==> src/rtl/adc083000_snap_capture.sv <==
// Triggered snapshot capture of 64-bit ADC sample words into a simple-dual-port BRAM.
// Latency: one cycle from a word sitting in the input register to its bram_we (zero trigger delay).
// No backpressure: the ADC stream runs every cycle and the BRAM write port always accepts.
module adc083000_snap_capture #(
    parameter int ADDR_W  = 11,
    parameter int DATA_W  = 64,
    parameter int DELAY_W = 16
) (
    input  logic              adc_clk,
    input  logic              ctrl_reset,
    input  logic [DATA_W-1:0] adc_data,
    input  logic [3:0]        adc_sync,
    input  logic [3:0]        adc_outofrange,
    input  logic              ext_trig,
    input  logic              ctrl_arm,
    input  logic [1:0]        ctrl_trig_src,
    input  logic [DELAY_W-1:0] ctrl_delay,
    input  logic [ADDR_W-1:0] ctrl_num_words,
    output logic [ADDR_W-1:0] bram_addr,
    output logic [DATA_W-1:0] bram_data,
    output logic              bram_we,
    output logic              status_busy,
    output logic              status_done,
    output logic              status_ovr,
    output logic [ADDR_W-1:0] status_count
);

    typedef enum logic [2:0] {IDLE, ARMED, DELAY, CAPTURE, DONE} state_t;

    state_t               state;
    logic [DATA_W-1:0]    r1_data;
    logic [3:0]           r1_sync;
    logic [3:0]           r1_oor;
    logic                 r1_ext;
    logic                 arm_q;
    logic [1:0]           src_l;
    logic [DELAY_W-1:0]   delay_l;
    logic [ADDR_W-1:0]    num_l;
    logic [DELAY_W-1:0]   dly_cnt;
    logic [ADDR_W-1:0]    wr_idx;
    logic                 fin;

    logic                 arm_edge;
    logic                 trig;
    logic                 store;
    logic [ADDR_W-1:0]    last_idx;

    // A count of 0 wraps to all-ones here, which is exactly the 2**ADDR_W-word case.
    assign last_idx = num_l - 1'b1;
    assign arm_edge = ctrl_arm & ~arm_q;

    // Trigger qualification from the registered inputs; sources 2/3 fire on the first ARMED cycle.
    always_comb begin
        trig = 1'b1;
        if (src_l == 2'd0)
            trig = |r1_sync;
        else if (src_l == 2'd1)
            trig = r1_ext;
    end

    // Store the word in r1 this cycle: on a zero-delay trigger, at the end of the delay, or
    // throughout CAPTURE until the final word has been issued.
    always_comb begin
        store = 1'b0;
        case (state)
            ARMED:   store = trig && (delay_l == '0);
            DELAY:   store = (dly_cnt == DELAY_W'(1));
            CAPTURE: store = !fin;
            default: store = 1'b0;
        endcase
    end

    // Input register stage; all trigger decisions and stored data come from here.
    always_ff @(posedge adc_clk or posedge ctrl_reset) begin
        if (ctrl_reset) begin
            r1_data <= '0;
            r1_sync <= '0;
            r1_oor  <= '0;
            r1_ext  <= 1'b0;
        end else begin
            r1_data <= adc_data;
            r1_sync <= adc_sync;
            r1_oor  <= adc_outofrange;
            r1_ext  <= ext_trig;
        end
    end

    // Capture FSM with registered BRAM write port and status outputs.
    always_ff @(posedge adc_clk or posedge ctrl_reset) begin
        if (ctrl_reset) begin
            state        <= IDLE;
            arm_q        <= 1'b0;
            src_l        <= '0;
            delay_l      <= '0;
            num_l        <= '0;
            dly_cnt      <= '0;
            wr_idx       <= '0;
            fin          <= 1'b0;
            bram_addr    <= '0;
            bram_data    <= '0;
            bram_we      <= 1'b0;
            status_busy  <= 1'b0;
            status_done  <= 1'b0;
            status_ovr   <= 1'b0;
            status_count <= '0;
        end else begin
            arm_q   <= ctrl_arm;
            bram_we <= 1'b0;
            if (store) begin
                bram_we      <= 1'b1;
                bram_addr    <= wr_idx;
                bram_data    <= r1_data;
                wr_idx       <= wr_idx + 1'b1;
                status_count <= status_count + 1'b1;
                status_ovr   <= status_ovr | (|r1_oor);
                fin          <= (wr_idx == last_idx);
            end
            case (state)
                IDLE, DONE: begin
                    if (arm_edge) begin
                        src_l        <= ctrl_trig_src;
                        delay_l      <= ctrl_delay;
                        num_l        <= ctrl_num_words;
                        wr_idx       <= '0;
                        fin          <= 1'b0;
                        status_done  <= 1'b0;
                        status_ovr   <= 1'b0;
                        status_count <= '0;
                        status_busy  <= 1'b1;
                        state        <= ARMED;
                    end
                end
                ARMED: begin
                    if (trig) begin
                        if (delay_l == '0) begin
                            state <= CAPTURE;
                        end else begin
                            dly_cnt <= delay_l;
                            state   <= DELAY;
                        end
                    end
                end
                DELAY: begin
                    dly_cnt <= dly_cnt - 1'b1;
                    if (dly_cnt == DELAY_W'(1))
                        state <= CAPTURE;
                end
                CAPTURE: begin
                    // fin marks that the last write is on the port this cycle.
                    if (fin) begin
                        status_busy <= 1'b0;
                        status_done <= 1'b1;
                        state       <= DONE;
                    end
                end
                default: state <= IDLE;
            endcase
        end
    end

endmodule

==> config.mk <==
export PLATFORM = sky130hd
export DESIGN_NAME = adc083000_snap_capture
export DESIGN_NICKNAME = d
export VERILOG_FILES = /design/src/rtl/adc083000_snap_capture.sv
export SDC_FILE = /design/constraint.sdc
export NUM_CORES = 1
export LEC_CHECK = 0
export BUFFER_PORTS_ARGS = -buffer_cell sky130_fd_sc_hd__buf_2
export CORE_MARGIN = 2
export CORE_UTILIZATION = 54
export CTS_CLUSTER_SIZE = 28
export DETAILED_ROUTE_END_ITERATION = 16
export MAX_ROUTING_LAYER = met4
export PLACE_DENSITY = 0.84
export SLEW_MARGIN = 10
export SYNTH_ARGS = -nofsm -noshare
export SYNTH_HDL_FRONTEND = slang
export SYNTH_SLANG_ARGS = --single-unit
==> constraint.sdc <==
create_clock -name adc_clk -period 9.8 [get_ports adc_clk]
set_input_delay 0.98 -clock adc_clk [delete_from_list [all_inputs] [get_ports adc_clk]]
set_output_delay 0.98 -clock adc_clk [all_outputs]
set_load 0.02 [all_outputs]
==> summary.txt, run 1 <==
GR Overflow Total - 0
via/cell ratio - 5.23
largest net degree at the start of global routing - 140
antenna-violating nets left - 0
worst reg2reg setup slack - 5680 ps
share of flip-flops with an asynchronous set or reset - 100%
global-route wire length before repair - 30600 µm
class of the most critical setup path - flop to flop
CP Launch Type - flop
Setup Fix Bufs, Post-CTS - 0
Mapped Nets - 944
Synth area leaders - dfrtp_1 (65%), nand2_1 (13%), o21ai_0 (2.4%)
Final Hold Fails - 0
Final GP Congestion - 0.912
Setup TNS - 0 ps
Pre-antenna DRT Iters - 5
Total GRT Usage - 23.6%
pre-CTS setup slack - 5740 ps
via count - 6547
cell family with most CP delay - simple AND/OR/NAND/NOR gates
CTS tree - built
Least-Margin Pin Slew - 1100 ps
Setup WS post-layout - 5680 ps
I/O pin count - 195
Syn. warnings - 0
Post-synth EDFFs - 0
CTS Sinks - 224
Num CTS Buffers - 23
Post-synth top cells - nand2_1 (307), dfrtp_1 (224), nor2_1 (45)
share of layout cells above drive strength 1 - 24.8%
port bufs - 194
status - completed
vias in the first global route - 6211
Wirelength per Cell - 15.3 µm
final WL - 19200 µm
fin crit share - 42.1%
WP buf/inv - 3
Leak - 5.42 nW
Syn Std Cell Area - 8580 µm²
Slew headroom - 25.7%
max cap viols - 0
RSZ-0062 raised after global routing - no
First DRT Iteration DRCs - 402
CP max-delay cell - or4_1
final setup fails - 0
CP Capture Type - flop
critical path arrival - 4510 ps
WHS - 439 ps
die width - 130 µm
register area share after synthesis - 65.3%
P&R area growth vs syn - 22.7%
Rows - 46
Synth cell types - 49
HP Class - flop to flop
dpl hpwl - 12600 µm
Longest Clk Path Bufs - 3
CTS H-tree depth - 1
Die Span Y - 130 µm
crit-path max FO - 89
Final min period - 4120 ps
CP max stage delay - 640 ps
Synth top area share - 65.3%
Synth Register Bits - 224
number of antenna violations at the first check in global routing - 0
Worst EP required - 10190 ps
Post-CTS Hold Fix Bufs - 0
Core Region - 15700 µm²
most numerous cell in the Yosys netlist - nand2_1
drt drc - 0
Die ar. - 16900 µm²
starting density of the core - 54.6%
maximum vdd drop - 0.000225 V
fin util - 67.0%
Post-Place Cells - 1214
Layout Cells excl Fill - 1253
Clk pin slew, worst setup/hold paths - 60 ps
CP Cell Sequence - or4_1 > or4_1 > nor3_4 > nor2_4 > buf_4 > inv_2 > buf_4 > nand4_1 > mux2i_1
nets - 1133
Avg Cell Area, Syn - 10.3 µm²
Synth Instances - 834
Cell Pwr Density - 332 nW/µm²
Main synth FF type - dfrtp_1
Setup Skew - 11.7 ps
# resized after CTS - 0
n_diodes - 0
Max Freq - 243 MHz
clock latency on the worst-skew pair - 520 ps
CTS Root Cell - clkbuf_16
Slew Viols, Final - 0
Synth area leader - dfrtp_1
[cell usage in the layout, fill, tap and decap left out, drive strengths merged, types with 2 or more instances in the layout]
master,count
o211ai,4
xnor2,14
nor4,11
nand3,11
o31ai,4
buf,200
nor2,46
or4,7
a2bb2oi,2
mux2i,5
xor2,8
or3,4
a21oi,30
nor3,9
clkinv,3
or3b,2
ha,5
o21ai,42
nand2,307
nand2b,6
a22oi,2
inv,11
bufinv,3
nand4,6
clkbuf,32
dfrtp,224
o2111ai,3
or4b,2
and2,5
mux2,11
[per-stage QoR]
stage                     power, mW  instance area [µm²]
after global placement         2.54                 9740
after global routing           3.72                10500
after CTS                      3.51                10500
after floorplan                2.20                 8580
after detailed placement       2.59                 9740
final                          3.49                10500
[area by class of cell]
cell class / count / area, µm²
Clock inverter: 7 / 125
Inverter: 10 / 45.0
Fill cell: 1124 / 5180
Tap cell: 216 / 270
Sequential cell: 224 / 5610
Timing Repair Buffer: 200 / 1020
Clock buffer: 32 / 669
Multi-Input combinational cell: 564 / 2800
[path summary, 6_finish.rpt]
check / from / end / depth (start not counted)
worst max-delay path: dly_cnt[6]$_DFFE_PP0P_ / status_count[3]$_DFF_PP0_ / 9
worst min-delay path: r1_data[31]$_DFF_PP0_ / bram_data[31]$_DFFE_PP0N_ / 2
worst max register to register: dly_cnt[6]$_DFFE_PP0P_ / status_count[3]$_DFF_PP0_ / 9
worst min register to register: r1_data[31]$_DFF_PP0_ / bram_data[31]$_DFFE_PP0N_ / 2
max in group asynchronous: ctrl_reset / r1_data[61]$_DFF_PP0_ / 3
min in group asynchronous: ctrl_reset / r1_data[34]$_DFF_PP0_ / 2
[flip-flops by register name (all words and copies together) (netlist names)]
| name | flops |
|---|---|
| bram_data | 64 |
| r1_data | 64 |
| delay_l | 16 |
| dly_cnt | 16 |
| bram_addr | 11 |
| num_l | 11 |
| status_count | 11 |
| wr_idx | 11 |
| r1_oor | 4 |
| r1_sync | 4 |
| state | 3 |
| src_l | 2 |
| arm_q | 1 |
| bram_we | 1 |
| fin | 1 |
| r1_ext | 1 |
| status_busy | 1 |
| status_done | 1 |
| status_ovr | 1 |
[tightest hold or removal path: stages, from the launching register on]
cell and delay [ps]:
dfrtp_1 320, nand2_1 40, nand2_1 50
[cell families (layout without fill, tap and decap cells)]
group                      Yosys count  count (layout)  synth area share (%)
muxes                               16              16                  2.03
buffers and inverters               46             249                  2.17
and+or+nand+nor                    423             423                  20.8
adders and majority gates            5               5                 0.729
DFF                                224             224                  65.3
AOI/OAI and AO/OA                   98              98                  6.71
xor gates and xnor gates            22              22                  2.24
[routing by layer]
layer  global-route usage, %  routed length, µm
met4                    7.53                548
met5                       -                  0
met1                    30.9               8030
met3                    6.56               1460
met2                    36.2               9120
[report_power, final]
group / switching (mW) / internal (mW) / total (mW)
Sequential: 0.227 / 1.21 / 1.43
Clock: 0.347 / 0.556 / 0.903
Combinational: 0.756 / 0.400 / 1.16
Note: power is estimated with default switching activity, not from simulation.
==> inputs of run 2 (changes only) <==
--- a/config.mk
+++ b/config.mk
@@ -7,11 +7,11 @@
 export LEC_CHECK = 0
 export BUFFER_PORTS_ARGS = -buffer_cell sky130_fd_sc_hd__buf_2
 export CORE_MARGIN = 2
-export CORE_UTILIZATION = 54
+export CORE_UTILIZATION = 48
 export CTS_CLUSTER_SIZE = 28
 export DETAILED_ROUTE_END_ITERATION = 16
 export MAX_ROUTING_LAYER = met4
-export PLACE_DENSITY = 0.84
+export PLACE_DENSITY = 0.79
 export SLEW_MARGIN = 10
 export SYNTH_ARGS = -nofsm -noshare
 export SYNTH_HDL_FRONTEND = slang
==> constraint.sdc (replaced) <==
create_clock -name adc_clk -period 3.6 [get_ports adc_clk]
set_input_delay 0.36 -clock adc_clk [delete_from_list [all_inputs] [get_ports adc_clk]]
set_output_delay 0.36 -clock adc_clk [all_outputs]
set_load 0.02 [all_outputs]
==> summary.txt, run 2 (synthesis results as in run 1) <==
vias in the first global route - 7092
most frequent cells in the layout - nand2_1 (307), dfrtp_1 (224), buf_2 (194)
First DRT Iteration DRCs - 435
P&R area growth vs syn - 32.5%
die width - 138 µm
grt peak-use layer - met2
CTS tree - built
Setup TNS - 0 ps
Slew headroom - 32.4%
starting density of the core - 49.3%
status - completed
antenna-violating nets left - 0
Setup Fix Bufs, Post-CTS - 0
Core Region - 17400 µm²
switch share - 38.9%
HP Class - primary input to flop
largest net degree at the start of global routing - 141
overall power - 9.81 mW
Wirelength per Cell - 17.1 µm
Rows - 48
via/cell ratio - 5.20
DP Area - 9810 µm²
max cap viols - 0
Pre-antenna DRT Iters - 5
cell family with most CP delay - simple AND/OR/NAND/NOR gates
Worst EP required - 4030 ps
Largest regs - bram_data x64, r1_data x64
Post-CTS Hold Fix Bufs - 74
Logic pwr share - 33.9%
worst reg2reg setup slack - 420 ps
# resized after CTS - 0
most frequent cell on the critical path - or4_1
global-route wire length before repair - 36100 µm
number of antenna violations at the first check in global routing - 0
GR Overflow Total - 0
CP max stage delay - 630 ps
class of the most critical setup path - flop to flop
internal power - 5.99 mW
met3 Use GR - 6.55%
port bufs - 194
clock latency on the worst-skew pair - 510 ps
WHS Path Cells - 3
net switching power - 3.82 mW
Final Instance Area - 11400 µm²
fin crit share - 88.3%
n_diodes - 0
RSZ-0062 raised after global routing - no
Least-Margin Pin Slew - 1010 ps
Final GP Congestion - 0.888
Clk pin slew, worst setup/hold paths - 60 ps
CP max-delay cell - or4_1
final setup fails - 0
Die Span Y - 138 µm
r2r startpoint - dly_cnt[6]$_DFFE_PP0P_
via count - 7006
WP buf/inv - 1
dpl hpwl - 13300 µm
commonest non-fill, non-tap cell in the layout - nand2_1
final WL - 23100 µm
drt drc - 0
CP Launch Type - flop
critical path arrival - 3610 ps
CTS H-tree depth - 1
CTS Root Cell - clkbuf_16
worst reg2reg path endpoint - wr_idx[6]$_DFF_PP0_
maximum vdd drop - 0.000513 V
Seq pwr share - 40.2%
met1 Track Usage GR - 32.0%
crit-path max FO - 56
CP Cell Sequence - or4_1 > or4_1 > nor3_4 > nor2_4 > buf_4 > or3_1 > a21oi_1
nets - 1215
share of layout cells above drive strength 1 - 23.8%
Hold Path End - num_l[10]$_DFFE_PP0P_
Final min period - 3180 ps
Num CTS Buffers - 24
Max Freq - 315 MHz
Slew Viols, Final - 0
Leak - 5.77 nW
CTS Sinks - 224
Final Hold Fails - 0
CP Capture Type - flop
Cell Pwr Density - 863 nW/µm²
Longest Clk Path Bufs - 3
Clk pwr share - 25.9%
GRT met2 Usage - 40.5%
Die ar. - 19000 µm²
Setup Skew - 15.4 ps
Worst Reg2Reg Path Length in Cells - 7
Hold Path Origin - ctrl_num_words[10]
I/O pin count - 195
Total GRT Usage - 25.3%
[run 2: cell types whose count changed in the layout (fill, tap and decap cells not counted), sizes merged]
cell | before | now
dlygate4sd3 | 0 | 74
buf | 200 | 207
clkinvlp | 0 | 2
clkbuf | 32 | 33
clkinv | 3 | 7
inv | 11 | 9
[run 2: how the worst max path moves through the flow]
stage / startpoint / end / slack [ps] / depth (start not counted)
4_1_cts: dly_cnt[6]$_DFFE_PP0P_ / wr_idx[6]$_DFF_PP0_ / 450 / 7
5_1_grt: dly_cnt[6]$_DFFE_PP0P_ / bram_data[41]$_DFFE_PP0N_ / 290 / 9
2_1_floorplan: ctrl_reset / arm_q$_DFF_PP0_ / 320 / 1
3_5_place_dp: dly_cnt[6]$_DFFE_PP0P_ / wr_idx[6]$_DFF_PP0_ / 470 / 7
3_3_place_gp: dly_cnt[6]$_DFFE_PP0P_ / wr_idx[6]$_DFF_PP0_ / 540 / 7
6_report: dly_cnt[6]$_DFFE_PP0P_ / wr_idx[6]$_DFF_PP0_ / 420 / 7
[run 2: layout make-up]
cell class / instances / area, µm²
clock buffer: 33 / 686
clock inverter: 11 / 133
fill: 1299 / 6050
inverter: 10 / 41.3
multi-input combinational: 564 / 2800
sequential: 224 / 5610
tap: 225 / 282
timing repair buffer: 281 / 1820
[run 2: metal layers]
| layer | vias to the layer above | wire length, µm | share of wire (%) |
|---|---|---|---|
| li1 | 3284 | - | - |
| met1 | 3366 | 9370 | 41 |
| met2 | 303 | 11100 | 48 |
| met3 | 53 | 1990 | 8.6 |
| met4 | 0 | 628 | 2.7 |
| met5 | - | 0 | 0 |
[run 2: tightest hold or removal path, delay by kind of cell]
family	cells	cell delay, ps
buffers and inverters	1	70
and+or+nand+nor	2	90
[run 2: metrics by stage]
step                cells  worst slack, ps  utilization, %  hold WS (ps)
floorplan             834              316               -           391
global placement     1230              536            56.3           423
detailed placement   1230              467            56.3           427
CTS                  1348              450            65.3          30.3
global route         1348              294            65.3          44.1
finish               1348              422            65.3          40.2
[run 2: power groups by stage]
stage               Sequential (mW)  Clock, mW  Combinational (mW)
floorplan                      4.29          0                1.71
global placement               3.90          0                3.07
detailed placement             3.91          0                3.20
CTS                            3.90       2.56                3.26
global route                   4.03       2.69                3.70
finish                         3.94       2.54                3.33
